===== src/rtl/mux_addr_ctrl.sv =====
// mux_addr_ctrl: selects one project on a shared mux. Asynchronous control
// pins are synchronized, a shadow counter is stepped to the wanted slot, and
// an enable request commits it through a reset pulse before enabling.

// Single-bit multi-flop synchronizer with synchronous reset.
module mux_addr_sync #(
  parameter int STAGES = 2
) (
  input  logic clk,
  input  logic rst,
  input  logic d,
  output logic q
);
  logic [STAGES-1:0] sr;

  // Shift the raw input through STAGES flops.
  always_ff @(posedge clk) begin
    if (rst) sr <= '0;
    else     sr <= {sr[STAGES-2:0], d};
  end

  assign q = sr[STAGES-1];
endmodule

module mux_addr_ctrl #(
  parameter int NUM_PROJECTS = 23,
  parameter int RST_CYCLES   = 8,
  parameter int SYNC_STAGES  = 2
) (
  input  logic       clk,
  input  logic       rst,
  input  logic       ctrl_sel_rst,
  input  logic       ctrl_sel_inc,
  input  logic       ctrl_ena,
  output logic [4:0] addr,
  output logic       addr_valid,
  output logic       proj_rst,
  output logic       ena,
  output logic       addr_err
);
  localparam int         NCTRL     = 3;
  localparam logic [4:0] ADDR_NONE = 5'd31;
  localparam logic [7:0] RST_LD    = 8'(RST_CYCLES);
  localparam logic [31:0] NPROJ    = 32'(NUM_PROJECTS);

  typedef enum logic [1:0] {S_IDLE, S_PRST, S_ACTIVE} state_t;

  // Bit order: 0 = sel_rst, 1 = sel_inc, 2 = ena.
  logic [NCTRL-1:0] ctrl_raw, ctrl_s, ctrl_d;
  assign ctrl_raw = {ctrl_ena, ctrl_sel_inc, ctrl_sel_rst};

  for (genvar i = 0; i < NCTRL; i++) begin : g_sync
    mux_addr_sync #(.STAGES(SYNC_STAGES)) u_sync (
      .clk (clk),
      .rst (rst),
      .d   (ctrl_raw[i]),
      .q   (ctrl_s[i])
    );
  end

  // One-cycle delayed copies for edge detection; zero after reset so a level
  // held through reset release is seen as a rising edge.
  always_ff @(posedge clk) begin
    if (rst) ctrl_d <= '0;
    else     ctrl_d <= ctrl_s;
  end

  logic sel_rst_s, inc_rise, ena_s, ena_rise;
  assign sel_rst_s = ctrl_s[0];
  assign inc_rise  = ctrl_s[1] & ~ctrl_d[1];
  assign ena_s     = ctrl_s[2];
  assign ena_rise  = ctrl_s[2] & ~ctrl_d[2];

  logic [4:0] shadow;
  logic       in_range;
  assign in_range = {27'd0, shadow} < NPROJ;

  // Shadow counter: clear dominates, increments saturate at 31.
  always_ff @(posedge clk) begin
    if (rst)                              shadow <= '0;
    else if (sel_rst_s)                   shadow <= '0;
    else if (inc_rise && shadow != 5'd31) shadow <= shadow + 5'd1;
  end

  state_t     state, state_d;
  logic [7:0] rcnt, rcnt_d;
  logic [4:0] addr_d;
  logic       valid_d, prst_d, ena_d, err_d;

  // State, reset-cycle counter and registered outputs.
  always_ff @(posedge clk) begin
    if (rst) begin
      state      <= S_IDLE;
      rcnt       <= '0;
      addr       <= ADDR_NONE;
      addr_valid <= 1'b0;
      proj_rst   <= 1'b0;
      ena        <= 1'b0;
      addr_err   <= 1'b0;
    end else begin
      state      <= state_d;
      rcnt       <= rcnt_d;
      addr       <= addr_d;
      addr_valid <= valid_d;
      proj_rst   <= prst_d;
      ena        <= ena_d;
      addr_err   <= err_d;
    end
  end

  // Next state: a dropped enable wins over the reset countdown.
  always_comb begin
    state_d = state;
    rcnt_d  = rcnt;
    case (state)
      S_IDLE: begin
        if (ena_rise && in_range) begin
          state_d = S_PRST;
          rcnt_d  = RST_LD;
        end
      end
      S_PRST: begin
        if (!ena_s) begin
          state_d = S_IDLE;
          rcnt_d  = '0;
        end else if (rcnt == 8'd1) begin
          state_d = S_ACTIVE;
          rcnt_d  = '0;
        end else begin
          rcnt_d = rcnt - 8'd1;
        end
      end
      S_ACTIVE: begin
        if (!ena_s) state_d = S_IDLE;
      end
      default: begin
        state_d = S_IDLE;
        rcnt_d  = '0;
      end
    endcase
  end

  // Next output values from the next state, so outputs come straight off flops.
  always_comb begin
    addr_d  = addr;
    err_d   = addr_err;
    valid_d = (state_d != S_IDLE);
    prst_d  = (state_d == S_PRST);
    ena_d   = (state_d == S_ACTIVE);
    if (state_d == S_IDLE)    addr_d = ADDR_NONE;
    else if (state == S_IDLE) addr_d = shadow;
    if (sel_rst_s)
      err_d = 1'b0;
    else if (state == S_IDLE && ena_rise && !in_range)
      err_d = 1'b1;
  end
endmodule


===== config.mk =====
export PLATFORM = sky130hd
export DESIGN_NAME = mux_addr_ctrl
export DESIGN_NICKNAME = d
export VERILOG_FILES = /design/src/rtl/mux_addr_ctrl.sv
export SDC_FILE = /design/constraint.sdc
export NUM_CORES = 1
export LEC_CHECK = 0
export CORE_MARGIN = 2
export CORE_UTILIZATION = 45
export CTS_CLUSTER_DIAMETER = 100
export CTS_CLUSTER_SIZE = 28
export DETAILED_ROUTE_END_ITERATION = 8
export MAX_ROUTING_LAYER = met4
export PLACE_DENSITY_LB_ADDON = 0.08
export SETUP_SLACK_MARGIN = 0.1
export SYNTH_ARGS = -nofsm -noshare
export SYNTH_HDL_FRONTEND = slang
export SYNTH_SLANG_ARGS = --single-unit

===== constraint.sdc =====
create_clock -name clk -period 1.9 [get_ports clk]
set_input_delay 0.38 -clock clk [delete_from_list [all_inputs] [get_ports clk]]
set_output_delay 0.38 -clock clk [all_outputs]
set_load 0.1 [all_outputs]

Yosys cells after proc, flatten, opt, wreduce, memory -nomap -nowiden. Index checks and enable logic that the tools add are counted.

$add $sub $neg: 2. Bitwise gates (word level): 5. Equality and inequality tests: 7. Magnitude comparators: 1. Mux-type cells: 9. Reduce and logical (&&, ||, !) cells: 11.

Operator list (count): $mux W8 (3); $pmux W8 S3 (1); $eq A8 B1 Y1 const B (1); $mux W2 (4); $sub A8 B1 Y8 const B (1); $pmux W2 S3 (1); $add A5 B1 Y5 const B (1); $lt A5 B5 Y1 const B (1); $ne A5 B5 Y1 const B (1); $eq A2 B1 Y1 const B (2); $eq A2 B2 Y1 const B (2); $logic_and A1 B1 Y1 (4); $logic_not A2 Y1 (2); $reduce_or A2 Y1 (2); $not A1 Y1 (3); $and A1 B1 Y1 (2); $ne A2 B2 Y1 const B (1); $reduce_and A2 Y1 (1); $reduce_bool A2 Y1 (1); $logic_not A1 Y1 (1).

Logic and storage cells: 47. Register bits: 33. Output and inout bits: 9. Bits of input ports: 5.

Longest topological paths before layout.
Depth in word-level cells: 7. Mapped depth: 7. Mapped depth without buffers: 7.

Modules after synthesis. Synthesis repeated with hierarchy kept, for this count alone.

Cell total of the unflattened synthesis: 139. Area total of the unflattened synthesis: 1325.0 um2.

By module, submodules not included: mux_addr_ctrl (instances 1, cells each 127, area each 1167.4 um2, seq. area each 520.5 um2); mux_addr_sync (instances 3, cells each 4, area each 52.6 um2, seq. area each 40.0 um2).

Worst setup path after synthesis. No wires, ideal clock.

Path type: flip-flop to flip-flop. From: register shadow[0]. To: register shadow[3]. Clock period less this slack: 1.664 ns. Required time: 1.779 ns. Data arrival time: 1.543 ns. Stages on the path, launching flop included: 8. Path buffers: 0. Path slack: 0.236 ns. Cells stage by stage: dfxtp_1 ha_1 and3_1 ha_1 nor3b_2 nand4_1 xor2_1 nor2_1.

Word-level cells in the longest chain between the ends: 2. Elaborated cells between the ends (all ways): 3. Classes of those cells: 1 x add/sub; 1 x eq/ne; 1 x reduce/logical.

Ends and longest elaborated chain: start: declaration (line 74) `logic [4:0] shadow;`; start signal: assignment (line 82) `else if (inc_rise && shadow != 5'd31) shadow <= shadow + 5'd1;`; parallel branches: the longest is 2 deep, another holds $add A5 B1 Y5.

Several ways; the timed one is not identified. A chain may end at the register's enable or synchronous reset.

Worst setup path in the final report. Ends and elaborated chain as after synthesis.

==> flow_summary_export.csv <==
group,metric,value,unit
outcome,status,"completed",
logic_synthesis,synth_commonest_cells,"dfxtp_1 (32), nand2_1 (20), nor2_1 (10)",
setup_path,end_kind,"flip-flop",
grt,antenna_found_initial,0,
layout,area_growth,21.0,%
timing,final-hold-violation-count,0,
grt,globalRouteTotalUtil,15.4,%
drt,first_pass_iters,4,
clock_network,insertion_delay,330,ps
logic_synthesis,ys.warnings.count,0,
setup_path,worstPathRequired,2120,ps
place,io_buffers,13,
timing,worst_pin_slew,444,ps
grt,grt_max_degree,12,
logic_synthesis,yosys.cell_count.top_type,"dfxtp_1",
power_and_ir_drop,finalPower,1.38,mW
setup_path,cpPeakStageDelay,350,ps
logic_synthesis,synth_top_cell_area_share,48.2,%
power_and_ir_drop,ir_drop,0.000616,V
logic_synthesis,syn_avg_cell_area,9.49,um2
layout,fin_util,57.8,%
logic_synthesis,synth_area_leader_cell,"dfxtp_1",
logic_synthesis,synth_top_family_by_area,"simple AND/OR/NAND/NOR gates",
clock_network,htreeDepth,2,
logic_synthesis,async_flop_share,0,%
logic_synthesis,synth_mux_area_share,3.01,%
logic_synthesis,synth-compound-area-share,12.8,%
logic_synthesis,synth_xor_area_share,1.98,%
clock_network,clk_pin_slew,100,ps
power_and_ir_drop,power.density,857,nW/um2
clock_network,cts_hold_buf,0,
timing,relSlewSlack,70.2,%
floorplanning,io_pins,14,
setup_path,cp_cell_sequence,"ha_1 > and3_1 > ha_2 > nor3b_4 > nand4_1 > xor2_1 > nor2_1",
power_and_ir_drop,power.leakage,0.646,nW
floorplanning,rows,19,
grt,grt_pass1_wl,3830,um
floorplanning,die_area,3400,um2
clock_network,cts_sinks,32,
setup_path,cp_max_fo,5,
setup_path,cp_slowest_cell,"dfxtp_4",
clock_network,cts_buffers,5,
timing,final.min_clock_period,1670,ps
timing,setup_violations,0,
clock_network,root_buffer,"clkbuf_4",
drt,viasPerCell,5.22,
grt,grt_overflow,0,
logic_synthesis,synthDistinctLibCells,33,
logic_synthesis,synth_ff_type,"dfxtp_1",
layout,nFillCells,267,
clock_network,clock_path_buffers,2,
layout,design_area,1610,um2
floorplanning,initial_core_util,47.8,%
drt,drtIter0Drc,36,
logic_synthesis,synth_area,1330,um2
place,post_dp_cell_area,1480,um2
logic_synthesis,yosys-top-cells-area,"dfxtp_1 (48%), nand2_1 (5.6%), nor2b_1 (4.2%), ha_1 (3.8%), a21oi_1 (3.0%)",
floorplanning,core_area,2780,um2
drt,drc,0,
timing,report.final.slew_viol_count,0,
timing,rsz0062_at_grt,"false",
place,globalplace.congestion,0.804,
layout,nets,171,
clock_network,cts_tree,"built",
run,maxCapViolations,0,
drt,routed_wl,2250,um
timing,fin_setup_tns,0,ps
logic_synthesis,synthesis.nets,149,
place,dp_hpwl,1640,um
floorplanning,die_w,58.3,um
logic_synthesis,yosys.area_share.simple,26.7,%
drt,wl_per_cell,11.6,um
logic_synthesis,synth-seq-cells,32,
setup_path,arrival,1900,ps
logic_synthesis,netlist_instances,140,
grt,grt_pass1_vias,874,
setup_path,cp-start-kind,"flip-flop",
setup_path,critPathKind,"reg -> reg",
layout,drive_gt1_share,20.9,%
drt,num_vias,1012,
hold_path,hp-class,"reg -> reg",
timing,fin_crit_sh,88.0,%
logic_synthesis,seq_area_frac_synth,48.2,%
floorplanning,die-height,58.3,um
logic_synthesis,synth-adder-area-share,3.77,%
timing,fmax,0.598,GHz
logic_synthesis,synth_edf_count,0,
timing,finClkSkew,9.72,ps
layout,antennaDiodeCount,0,
drt,ant_nets,0,
==> per-stage QoR <==
step	std cells	setup slack [ps]	hold slack, ps
finish	194	229	442
global route	194	101	465
CTS	192	159	446
detailed placement	184	110	422
global placement	184	130	418
floorplan	140	236	414
==> what timing repair did <==
| action | in CTS | in global routing |
|---|---|---|
| setup endpoints to repair | 1 | 1 |
| gates resized for setup | 1 | 5 |
| buffers inserted | 0 | 2 |
| pin swaps | 0 | 2 |
==> path summary, 6_finish.rpt <==
check	from	end	slack, ps	cells after the start
worst min register to register	g_sync[2].u_sync.sr[0]	g_sync[2].u_sync.sr[1]	440	1
worst min-delay path	g_sync[2].u_sync.sr[0]	g_sync[2].u_sync.sr[1]	440	1
worst max-delay path	shadow[0]	shadow[3]	230	7
worst max register to register	shadow[0]	shadow[3]	230	7
==> cells in the final DEF, fill, tap and decap left out, types with 2 or more instances in the layout <==
cell type        count
a211oi_2             2
buf_4               15
inv_1                6
or2_1                2
o21bai_1             2
nand3_1              7
a32o_1               2
a21o_1               2
nor2b_1              9
nand2_1             20
nor2_1              10
a21oi_1              8
dfxtp_1             30
clkbuf_4             5
a31oi_1              5
mux2i_1              4
nand2b_1             2
dfxtp_4              2
nand4_1              2
ha_1                 3
xor2_1               2
clkbuf_8             2
clkdlybuf4s50_1      4
o21ai_1              3
==> cells by family after synthesis <==
family	Yosys count
AND/OR/NAND/NOR	62
flip-flops	32
AO/OA/AOI/OAI	25
buffers and inverters	10
multiplexers	4
adder cells (fa/ha/maj)	4
XOR/XNOR	3
==> per-layer routing <==
| layer | global-route usage [%] | part of all wire, % | vias to the layer above |
|---|---|---|---|
| met3 | 5.93 | 5.8 | 4 |
| met2 | 20.9 | 42 | 24 |
| met5 | - | 0 | - |
| met1 | 20.3 | 51 | 459 |
| li1 | - | - | 525 |
| met4 | 6.98 | 1.5 | 0 |
==> where the power goes <==
part	switching (mW)	internal [mW]
clock network	0.227	0.349
logic	0.0664	0.0416
registers	0.0102	0.684
==> worst max-delay path, delay by kind of cell (launching register included) <==
kind	cells	cell delay (ps)
flip-flops	1	350
AND/OR/NAND/NOR	4	680
adder cells (fa/ha/maj)	2	380
XOR/XNOR	1	160
==> layout make-up <==
| type | instances | area [um2] | area share, % |
|---|---|---|---|
| sequential | 32 | 648 | 40.3 |
| inverter | 6 | 22.5 | 1.40 |
| tap | 31 | 38.8 | 2.41 |
| multi-input combinational | 98 | 651 | 40.5 |
| clock buffer | 7 | 65.1 | 4.05 |
| clock inverter | 1 | 30.0 | 1.87 |
| timing repair buffer | 19 | 153 | 9.49 |
==> registers in the layout, indices dropped and copies added (netlist names), 2 cells and up <==
name	count
g_sync.u_sync.sr	6
state	2
shadow	5
addr	5
ctrl_d	2
rcnt	8
Note: power is estimated with default switching activity, not from simulation.
